File: src/rtl/risc8_pkg.sv
// Shared fetch-stage definitions: widths, HALT opcode field, fetch FSM states.
package risc8_pkg;

  localparam int         PC_W     = 8;
  localparam int         INSTR_W  = 16;
  localparam logic [3:0] OPC_HALT = 4'hF;
  localparam int         OPC_MSB  = 15;
  localparam int         OPC_LSB  = 12;

  typedef enum logic [1:0] {
    REQ   = 2'd0,
    WAIT  = 2'd1,
    DRAIN = 2'd2
  } fetch_state_e;

  function automatic logic is_halt(input logic [INSTR_W-1:0] instr);
    return instr[OPC_MSB:OPC_LSB] == OPC_HALT;
  endfunction

endpackage

File: src/rtl/instr_fetch_unit_if_fifo.sv
// Synchronous {pc, instr} buffer with registered head; flush wins over push.
module if_fifo #(
  parameter int DEPTH = 2,
  parameter int W     = 24,
  localparam int CNT_W = $clog2(DEPTH) + 1
) (
  input  logic             clk,
  input  logic             rst_n,
  input  logic             push,
  input  logic             pop,
  input  logic             flush,
  input  logic [W-1:0]     wdata,
  output logic [W-1:0]     rdata,
  output logic [CNT_W-1:0] count,
  output logic             full,
  output logic             empty
);

  localparam int PTR_W = $clog2(DEPTH);

  logic [W-1:0]     mem_r [DEPTH];
  logic [PTR_W-1:0] wr_ptr_r, rd_ptr_r;
  logic [CNT_W-1:0] count_r;
  logic             do_push_s, do_pop_s;

  // A full buffer only accepts a push when the head leaves in the same cycle
  always_comb begin
    do_pop_s  = pop & (count_r != {CNT_W{1'b0}});
    do_push_s = push & ((count_r != CNT_W'(DEPTH)) | do_pop_s);
  end

  // Storage, pointers and occupancy
  always_ff @(posedge clk or negedge rst_n) begin
    if (!rst_n) begin
      for (int i = 0; i < DEPTH; i++) mem_r[i] <= {W{1'b0}};
      wr_ptr_r <= {PTR_W{1'b0}};
      rd_ptr_r <= {PTR_W{1'b0}};
      count_r  <= {CNT_W{1'b0}};
    end else if (flush) begin
      wr_ptr_r <= {PTR_W{1'b0}};
      rd_ptr_r <= {PTR_W{1'b0}};
      count_r  <= {CNT_W{1'b0}};
    end else begin
      if (do_push_s) begin
        mem_r[wr_ptr_r] <= wdata;
        wr_ptr_r        <= wr_ptr_r + PTR_W'(1);
      end
      if (do_pop_s) rd_ptr_r <= rd_ptr_r + PTR_W'(1);
      count_r <= count_r + CNT_W'(do_push_s) - CNT_W'(do_pop_s);
    end
  end

  assign rdata = mem_r[rd_ptr_r];
  assign count = count_r;
  assign full  = (count_r == CNT_W'(DEPTH));
  assign empty = (count_r == {CNT_W{1'b0}});

endmodule

File: src/rtl/instr_fetch_unit.sv
// Fetch stage: PC, single-outstanding imem handshake, tagged instruction buffer.
// Define IF_HALT_DETECT_EN to stop fetching after a HALT opcode is buffered.
module instr_fetch_unit #(
  parameter int              PC_W       = risc8_pkg::PC_W,
  parameter int              INSTR_W    = risc8_pkg::INSTR_W,
  parameter int              FIFO_DEPTH = 2,
  parameter logic [PC_W-1:0] RESET_PC   = {PC_W{1'b0}}
) (
  input  logic               clk,
  input  logic               rst_n,
  output logic               imem_req,
  output logic [PC_W-1:0]    imem_addr,
  input  logic               imem_gnt,
  input  logic               imem_rvalid,
  input  logic [INSTR_W-1:0] imem_rdata,
  input  logic               redirect_valid,
  input  logic [PC_W-1:0]    redirect_pc,
  input  logic               id_ready,
  output logic               if_valid,
  output logic [INSTR_W-1:0] if_instruction,
  output logic [PC_W-1:0]    if_pc,
  output logic               if_halted
);

  import risc8_pkg::*;

  localparam int CNT_W = $clog2(FIFO_DEPTH) + 1;
  localparam int ENT_W = PC_W + INSTR_W;

  fetch_state_e     state_r, state_nxt_s;
  logic [PC_W-1:0]  fetch_pc_r, pc_nxt_s, issued_pc_r;
  logic             req_r, halted_r, halted_nxt_s;
  logic             gnt_s, push_s, pop_s, in_flight_s, full_s, empty_s;
  logic [CNT_W-1:0] count_s, count_nxt_s;
  logic [ENT_W-1:0] head_s;

  // Handshake qualifiers and next-state decode; redirect overrides everything
  always_comb begin
    gnt_s       = req_r & imem_gnt;
    pop_s       = ~empty_s & id_ready;
    push_s      = (state_r == WAIT) & imem_rvalid & ~redirect_valid & (~full_s | pop_s);
    // A response is still owed if one was granted and has not yet returned
    in_flight_s = ((state_r != REQ) & ~imem_rvalid) | gnt_s;
    state_nxt_s = REQ;
    if (redirect_valid) begin
      state_nxt_s = in_flight_s ? DRAIN : REQ;
    end else begin
      case (state_r)
        REQ:     state_nxt_s = gnt_s ? WAIT : REQ;
        WAIT:    state_nxt_s = imem_rvalid ? REQ : WAIT;
        DRAIN:   state_nxt_s = imem_rvalid ? REQ : DRAIN;
        default: state_nxt_s = REQ;
      endcase
    end
    if (redirect_valid) pc_nxt_s = redirect_pc;
    else if (gnt_s)     pc_nxt_s = fetch_pc_r + PC_W'(1);
    else                pc_nxt_s = fetch_pc_r;
    count_nxt_s = redirect_valid ? {CNT_W{1'b0}}
                                 : count_s + CNT_W'(push_s) - CNT_W'(pop_s);
`ifdef IF_HALT_DETECT_EN
    if (redirect_valid)                     halted_nxt_s = 1'b0;
    else if (push_s && is_halt(imem_rdata)) halted_nxt_s = 1'b1;
    else                                    halted_nxt_s = halted_r;
`else
    halted_nxt_s = 1'b0;
`endif
  end

  // Fetch FSM, PC and registered request; a slot is reserved for each issued request
  always_ff @(posedge clk or negedge rst_n) begin
    if (!rst_n) begin
      state_r     <= REQ;
      fetch_pc_r  <= RESET_PC;
      issued_pc_r <= RESET_PC;
      req_r       <= 1'b0;
      halted_r    <= 1'b0;
    end else begin
      state_r    <= state_nxt_s;
      fetch_pc_r <= pc_nxt_s;
      if (gnt_s) issued_pc_r <= fetch_pc_r;
      req_r    <= (state_nxt_s == REQ) && (count_nxt_s < CNT_W'(FIFO_DEPTH)) && !halted_nxt_s;
      halted_r <= halted_nxt_s;
    end
  end

  if_fifo #(
    .DEPTH (FIFO_DEPTH),
    .W     (ENT_W)
  ) u_fifo (
    .clk   (clk),
    .rst_n (rst_n),
    .push  (push_s),
    .pop   (pop_s),
    .flush (redirect_valid),
    .wdata ({issued_pc_r, imem_rdata}),
    .rdata (head_s),
    .count (count_s),
    .full  (full_s),
    .empty (empty_s)
  );

  assign imem_req                = req_r;
  assign imem_addr               = fetch_pc_r;
  assign if_valid                = ~empty_s;
  assign {if_pc, if_instruction} = head_s;
  assign if_halted               = halted_r;

endmodule

File: config.mk
export PLATFORM = sky130hd
export DESIGN_NAME = instr_fetch_unit
export DESIGN_NICKNAME = d
export VERILOG_FILES = /design/src/rtl/risc8_pkg.sv /design/src/rtl/instr_fetch_unit_if_fifo.sv /design/src/rtl/instr_fetch_unit.sv
export SDC_FILE = /design/constraint.sdc
export NUM_CORES = 1
export LEC_CHECK = 0
export CAP_MARGIN = 20
export CORE_ASPECT_RATIO = 1.75
export CORE_UTILIZATION = 45
export DETAILED_ROUTE_END_ITERATION = 6
export PLACE_DENSITY = 0.73
export REMOVE_ABC_BUFFERS = 1
export SETUP_SLACK_MARGIN = 0.15
export SYNTH_ARGS = -nofsm -noshare
export SYNTH_HDL_FRONTEND = slang
export SYNTH_HIERARCHICAL = 1
export SYNTH_SLANG_ARGS = --single-unit
File: constraint.sdc
create_clock -name clk -period 2.4 [get_ports clk]
set_input_delay 0.24 -clock clk [delete_from_list [all_inputs] [get_ports clk]]
set_output_delay 0.24 -clock clk [all_outputs]
set_load 0.005 [all_outputs]
==> Flow_metrics.wiki, run 1 <==
{| class="wikitable"
! Metric !! Value
|-
| Max capacitance violation total || 0
|-
| Final setup TNS || 0 ns
|-
| Min Clock Period, post-route || around 2.2 ns
|-
| Antenna violations before repair || 0
|-
| Required time of the critical path || approximately 2.6 ns
|-
| Cell area power density || just over 800 nW/um2
|-
| Critical path peak fanout || 25
|-
| H-tree depth || 3
|-
| Cell breakdown of the critical path || nor2_1 > nand2b_2 > a21oi_1 > or4b_1 > buf_12 > mux2_4
|-
| Die span in x || 67.90 um
|-
| Row count || between 40 and 50
|-
| Number of placed I/O pins || 65
|-
| Synth top area cells || sky130_fd_sc_hd__dfrtp_1 52%, sky130_fd_sc_hd__mux2_2 20%, sky130_fd_sc_hd__mux2_4 8.3%
|-
| Count of endpoints failing setup in the final report || 0
|-
| Post-detailed-route DRC marker count || 0
|-
| Final cell count without fillers || 416
|-
| Relative slew margins || roughly two fifths
|-
| Instance count after placement with tap cells included || between 400 and 500
|-
| PortBufs || 63
|-
| Final-stage net count || around 360
|-
| Largest net degree at the start of global routing || between 70 and 80
|-
| Outcome || complete, no violations
|-
| Reported leakage power || around 2.1 nW
|-
| Slowest stage cell, crit path || sky130_fd_sc_hd__or4b_1
|-
| Maximum cell stage delay along the critical path || between 0.5 and 0.6 ns
|-
| Routed via count || 2,205
|-
| # diodes || 0
|-
| Max-slew violation count || 0
|-
| Clk root buf || sky130_fd_sc_hd__clkbuf_16
|-
| Maximum operating frequency || roughly 460 MHz
|-
| Hold Path Class || primary input to async pin
|-
| WS Path Type || flop to flop
|-
| First drt pass iteration count || 4
|-
| CTS tree || yes
|-
| Count of warnings emitted by yosys || 6
|-
| Clk pin slew, worst setup/hold paths || around 0.05 ns
|-
| Count of flip-flops with a built-in enable after synthesis || 0
|-
| First-pass GRT wire length || approximately 11 mm
|-
| Total global-route track usage || between 10% and 20%
|-
| Gp weighted congestion || around 0.73
|-
| Vertical extent of the die || roughly 120 um
|-
| Largest clock skew in the final design || 0.005161 ns
|-
| Met1 wire length || 2.687 mm
|-
| Number of buffers inserted by post-CTS setup repair || 0
|-
| Actual slew at the worst max-slew pin || approximately 0.9 ns
|-
| Crit share post-route || about nine tenths
|-
| Crit end category || flop
|-
| Area growth from synthesis to layout || 29.97%
|-
| Synthesized area per cell || between 10 and 15 um2
|-
| Worst slack, placed || about 0.14 ns
|-
| Post-synthesis instance total || between 200 and 300
|-
| Register bit count reported by yosys || just over 70
|-
| Cell type with the largest total area after synthesis || sky130_fd_sc_hd__dfrtp_1
|-
| Met2 WL post-DR || about 3.4 mm
|-
| Final wirelength || approximately 6.5 mm
|-
| Most used DFF post-synth || sky130_fd_sc_hd__dfrtp_1
|-
| Highest routed layer || met4
|-
| Smallest setup slack after layout || around 0.24 ns
|-
| Kind of launch point of the worst setup path || flop
|-
| Worst IR drop on VDD || approximately 480 uV
|-
| Placeable core area || around 7300 um2
|-
| Post-route antenna net violation count || 0
|-
| Seq/Total Area, Yosys || about half
|-
| Setup repair after global routing missed its margin || yes
|-
| Worst-skew pair later-pin latency || approximately 0.32 ns
|-
| DRC violation total after the first TritonRoute iteration || 103
|-
| Starting utilization of the core area || 46.94%
|-
| Total cell area at the placement stage || 4182 um2
|-
| DIE AREA || roughly 8000 um2
|-
| Share of post-route cells with drive strength above 1 || 33.64%
|-
| Fin. Hold Viols || 0
|-
| Unique masters post-synth || 44
|-
| Via density per instance || between 5 and 6
|-
| Design Power || about 3.7 mW
|-
| Detail-routed net length per standard cell || 15.63 um
|-
| Global-route congestion overflow total || 0
|-
| Clock buffers created by TritonCTS || 9
|-
| Met3 wirelength from detailed routing || 273 um
|-
| Post-Route Utilization || 61.01%
|-
| Min Hold Slack || about 0.016 ns
|-
| Async set-reset flop share out of synthesis || 100.0%
|-
| Number of sinks on the clock net || roughly 70
|-
| Maximum root-to-sink buffer count || 2
|-
| Summed area of non-filler cells in the final layout || approximately 4400 um2
|-
| Half-perimeter wire length after detailed placement || roughly 4.5 mm
|-
| Arrival time of data at the critical path endpoint || 2.37 ns
|-
| Post-Synthesis Cell Area || roughly 3400 um2
|-
| Area fraction of the dominant cell type after synthesis || between 50% and 60%
|-
| Number of global-route vias before repair || 2,281
|}
## repair_timing
action | in CTS | in global routing
endpoints found under the setup margin | 0 | 7
hold buffers | 0 | 0
resized for setup | 0 | 2
## worst paths after layout
kind | start | endpoint | slack (ns) | cells after the start
worst max-delay path | u_fifo/count[1] | u_fifo/mem_r[32] | 0.24 | 6
worst min-delay path | rst_n | u_fifo/count[1] | 0.02 | 1
worst max register to register | u_fifo/count[1] | u_fifo/mem_r[32] | 0.24 | 6
worst min register to register | u_fifo/mem_r[21] | u_fifo/mem_r[21] | 0.50 | 1
max in group asynchronous | rst_n | u_fifo/mem_r[18] | 1.79 | 1
min in group clk | redirect_pc[1] | imem_addr[1] | 0.48 | 3
## state kept, by name, indices dropped and copies added (netlist names)
name             count
imem_addr            8
imem_req             1
issued_pc_r          8
state_r              2
u_fifo/count         2
u_fifo/mem_r        48
u_fifo/rd_ptr_r      1
u_fifo/wr_ptr_r      1
## kinds of logic (layout without fill, tap and decap cells)
family	count (synthesis)	in the layout	share of synthesized area, %
muxes	82	82	29.05
DFF	71	71	51.96
and+or+nand+nor	48	48	8.013
AOI/OAI and AO/OA	24	24	4.610
buffers and inverters	19	95	3.586
xor gates and xnor gates	5	5	1.281
adders and majority gates	4	4	1.391
other	1	1	0.1097
## metal layers
metal	GRT usage, %	up-vias
met5	0	-
met4	8.073	0
met3	4.669	8
met2	30.14	46
met1	23.07	1097
li1	-	1054
## placed cells by master, fill, tap and decap left out, drive strengths merged, types with 3 or more instances in the layout
master,n
a31oi,4
nand2,12
buf,12
nor2,11
mux2,81
clkbuf,14
dfrtp,71
xor2,4
inv,6
clkdlybuf4s50,62
o21ai,9
nand2b,3
nor2b,3
nand3,5
ha,3
## power breakdown
group	switching, mW	leakage (nW)	internal (mW)
combinational	0.269	1.02	0.659
clock	0.445	0.127	0.721
sequential	0.151	0.928	1.42
## Yosys cell counts (2+ instances only)
cell,count
sky130_fd_sc_hd__a21oi_1,2
sky130_fd_sc_hd__a22o_1,2
sky130_fd_sc_hd__a31oi_1,4
sky130_fd_sc_hd__buf_1,2
sky130_fd_sc_hd__buf_12,2
sky130_fd_sc_hd__buf_2,3
sky130_fd_sc_hd__buf_4,2
sky130_fd_sc_hd__clkbuf_1,3
sky130_fd_sc_hd__dfrtp_1,71
sky130_fd_sc_hd__ha_1,3
sky130_fd_sc_hd__inv_1,6
sky130_fd_sc_hd__mux2_2,62
sky130_fd_sc_hd__mux2_4,19
sky130_fd_sc_hd__nand2_1,12
sky130_fd_sc_hd__nand2b_1,3
sky130_fd_sc_hd__nand3_1,4
sky130_fd_sc_hd__nor2_1,11
sky130_fd_sc_hd__nor2b_1,3
sky130_fd_sc_hd__o21ai_0,9
sky130_fd_sc_hd__o31ai_1,2
sky130_fd_sc_hd__or4_1,2
sky130_fd_sc_hd__or4b_1,2
sky130_fd_sc_hd__xor2_1,4
## area by class of cell
cell class,instances,area (um2)
clock buffer,14,254.0
clock inverter,1,5.005
fill,588,2840
inverter,6,22.52
multi-input combinational,164,1529
sequential,71,1778
tap,86,107.6
timing repair buffer,74,748.2
## worst max-delay path: cells and delay by family (launching register included)
family,cells,cell delay (ns)
and+or+nand+nor,3,0.83
muxes,1,0.31
buffers and inverters,1,0.21
AOI/OAI and AO/OA,1,0.21
DFF,1,0.47
No activity file was read; power rests on OpenSTA's default activity.
==> inputs of run 2 (changes only) <==
--- a/config.mk
+++ b/config.mk
@@ -7,9 +7,10 @@
 export LEC_CHECK = 0
 export CAP_MARGIN = 20
 export CORE_ASPECT_RATIO = 1.75
+export CORE_MARGIN = 4
 export CORE_UTILIZATION = 45
 export DETAILED_ROUTE_END_ITERATION = 6
-export PLACE_DENSITY = 0.73
+export PLACE_DENSITY_LB_ADDON = 0.05
 export REMOVE_ABC_BUFFERS = 1
 export SETUP_SLACK_MARGIN = 0.15
 export SYNTH_ARGS = -nofsm -noshare
==> run 2 against run 1 <==
  * Total power grew 5.9%
  * Fmax rose by 4.5%
  * Sequential cell count unchanged
  * Combinational power about the same
  * Largest power group unchanged
  * Sequential power is essentially flat
  * Final cell count increased by 0.48%
  * Highest routed layer unchanged
  * Largest cell class unchanged
  * Count of clock-buffer cells in the layout decreased by 1
  * Sequential share of layout area shrank 0.65 points
  * Global-route usage fell by 3.0 points
  * Setup slack gained 0.093 ns
  * Register-to-register slack better by 0.09 ns
==> Flow_metrics.wiki, run 2 (same netlist as run 1, synthesis figures left out) <==
{| class="wikitable"
! Metric !! Value
|-
| CTS tree || yes
|-
| Worst R2R Setup Slack || between 0.3 and 0.4 ns
|-
| Half-perimeter wire length after detailed placement || around 4.5 mm
|-
| # diodes || 0
|-
| Detail-routed net length per standard cell || roughly 16 um
|-
| Design Power || ~3.9 mW
|-
| Gp weighted congestion || roughly 0.74
|-
| Total global-route track usage || 15.73%
|-
| Clk root buf || sky130_fd_sc_hd__clkbuf_16
|-
| Flip-flop count of the largest register, all copies and words added || 48
|-
| Cell breakdown of the critical path || buf_4 > nor2b_1 > a21oi_1 > buf_4 > xor2_1 > o21ai_0 > nor2_1 > ha_1 > nor2b_1 > mux2_2
|-
| Count of endpoints failing setup in the final report || 0
|-
| Vertical extent of the die || roughly 120 um
|-
| Maximum operating frequency || 483.8 MHz
|-
| Relative slew margins || between 60% and 70%
|-
| Starting utilization of the core area || between 40% and 50%
|-
| Worst IR drop on VDD || ~440 uV
|-
| Placeable core area || 7284 um2
|-
| Fill cell total of the finished layout || around 600
|-
| Required time of the critical path || 2.61 ns
|-
| Final cell count without fillers || 418
|-
| Crit share post-route || between 80% and 90%
|-
| Min Clock Period, post-route || ~2.1 ns
|-
| Largest net degree at the start of global routing || 49
|-
| First drt pass iteration count || 4
|-
| Crit end category || flop
|-
| Outcome || complete, no violations
|-
| Final-stage net count || ~360
|-
| DIE AREA || between 9000 and 10,000 um2
|-
| Commonest non-fill, non-tap cells in the layout || 70 x sky130_fd_sc_hd__dfrtp_1, 62 x sky130_fd_sc_hd__mux2_2, 62 x sky130_fd_sc_hd__clkdlybuf4s50_1
|-
| Post-Route Utilization || between 60% and 70%
|-
| Global-route congestion overflow total || 0
|-
| Antenna violations before repair || 0
|-
| Area growth from synthesis to layout || 32.13%
|-
| H-tree depth || 3
|-
| Critical path peak fanout || 7
|-
| Slowest stage cell, crit path || sky130_fd_sc_hd__dfrtp_1
|-
| Actual slew at the worst max-slew pin || ~0.55 ns
|-
| Hold Path Class || primary input to async pin
|-
| Register with the most flip-flops || u_fifo/mem_r
|-
| Kind of launch point of the worst setup path || flop
|-
| PortBufs || 63
|-
| Instance count after placement with tap cells included || 402
|-
| Worst slack, placed || between 0.15 and 0.2 ns
|-
| Max-slew violation count || 0
|-
| Number of sinks on the clock net || just over 70
|-
| Setup repair after global routing missed its margin || no
|-
| Via density per instance || approximately 5.2
|-
| DRC violation total after the first TritonRoute iteration || 93
|-
| Arrival time of data at the critical path endpoint || approximately 2.3 ns
|-
| Post-detailed-route DRC marker count || 0
|-
| Commonest non-fill, non-tap cell in the layout || sky130_fd_sc_hd__dfrtp_1
|-
| Maximum root-to-sink buffer count || 2
|-
| WS Path Type || flop to flop
|-
| Number of placed I/O pins || 65
|-
| Final wirelength || 6.669 mm
|-
| Largest clock skew in the final design || roughly 0.007 ns
|-
| Reported leakage power || 2.110 nW
|-
| Fin. Hold Viols || 0
|-
| Clock buffers created by TritonCTS || 9
|-
| Clk pin slew, worst setup/hold paths || around 0.050 ns
|-
| Worst-skew pair later-pin latency || around 0.33 ns
|-
| Smallest setup slack after layout || 0.3330 ns
|-
| Final setup TNS || 0 ns
|-
| Post-route antenna net violation count || 0
|-
| Maximum cell stage delay along the critical path || 0.39 ns
|-
| Number of global-route vias before repair || 2,242
|-
| First-pass GRT wire length || approximately 11 mm
|-
| Max capacitance violation total || 0
|-
| Cell area power density || around 860 nW/um2
|-
| Die span in x || 73.90 um
|-
| Share of post-route cells with drive strength above 1 || between 30% and 40%
|-
| Routed via count || 2,185
|-
| Row count || just over 40
|}
[run 2: timing repair]
action	CTS	global route
buffers inserted	0	0
endpoints found under the hold margin	23	0
resized for setup	0	2
endpoints found under the setup margin	0	13
hold buffers	1	0
[run 2: path summary, 6_finish.rpt]
check                                 startpoint                to  cells past startpoint
worst max-delay path             u_fifo/count[0]   u_fifo/count[1]                     10
worst min-delay path                       rst_n  u_fifo/mem_r[30]                      2
worst max register to register   u_fifo/count[0]   u_fifo/count[1]                     10
worst min register to register  u_fifo/mem_r[21]  u_fifo/mem_r[21]                      1
max in group asynchronous                  rst_n  u_fifo/mem_r[45]                      3
min in group clk                  redirect_pc[6]      imem_addr[6]                      3
[run 2: cell type report]
cell class / count / area [um2] / area share, %
inverters: 6 / 22.52 / 0.4985
well taps: 86 / 107.6 / 2.382
multi-input cells: 164 / 1529 / 33.84
clock buffers: 13 / 280.3 / 6.203
flip-flops and latches: 71 / 1778 / 39.35
repair buffers: 76 / 763.2 / 16.89
clock inverters: 2 / 37.54 / 0.8308
[run 2: critical path, delay by kind of cell, from the launching register on]
kind	cells	cell delay (ns)
xor gates and xnor gates	1	0.13
buffers and inverters	2	0.33
muxes	1	0.26
AOI/OAI and AO/OA	2	0.27
adders and majority gates	1	0.19
and+or+nand+nor	3	0.38
DFF	1	0.39
[run 2: layer usage]
layer | GRT usage [%] | share of wire, % | vias to the layer above
li1 | - | - | 1052
met1 | 18.86 | 42 | 1078
met2 | 25.50 | 51 | 46
met3 | 3.743 | 4.8 | 9
met4 | 8.730 | 2.0 | 0
met5 | 0 | 0 | -
[run 2: metrics by stage]
stage	hold slack, ns	area, um2
3_3_place_gp	0.2705	4187
5_1_grt	0.4751	4518
6_report	0.4327	4518
3_5_place_dp	0.2697	4187
2_1_floorplan	-0.05559	3319
4_1_cts	0.4495	4514
[run 2: report_power, final]
| part | internal (mW) | leakage [nW] | switching (mW) |
|---|---|---|---|
| Clock | 0.911 | 0.154 | 0.473 |
| Combinational | 0.663 | 1.03 | 0.264 |
| Sequential | 1.42 | 0.928 | 0.151 |
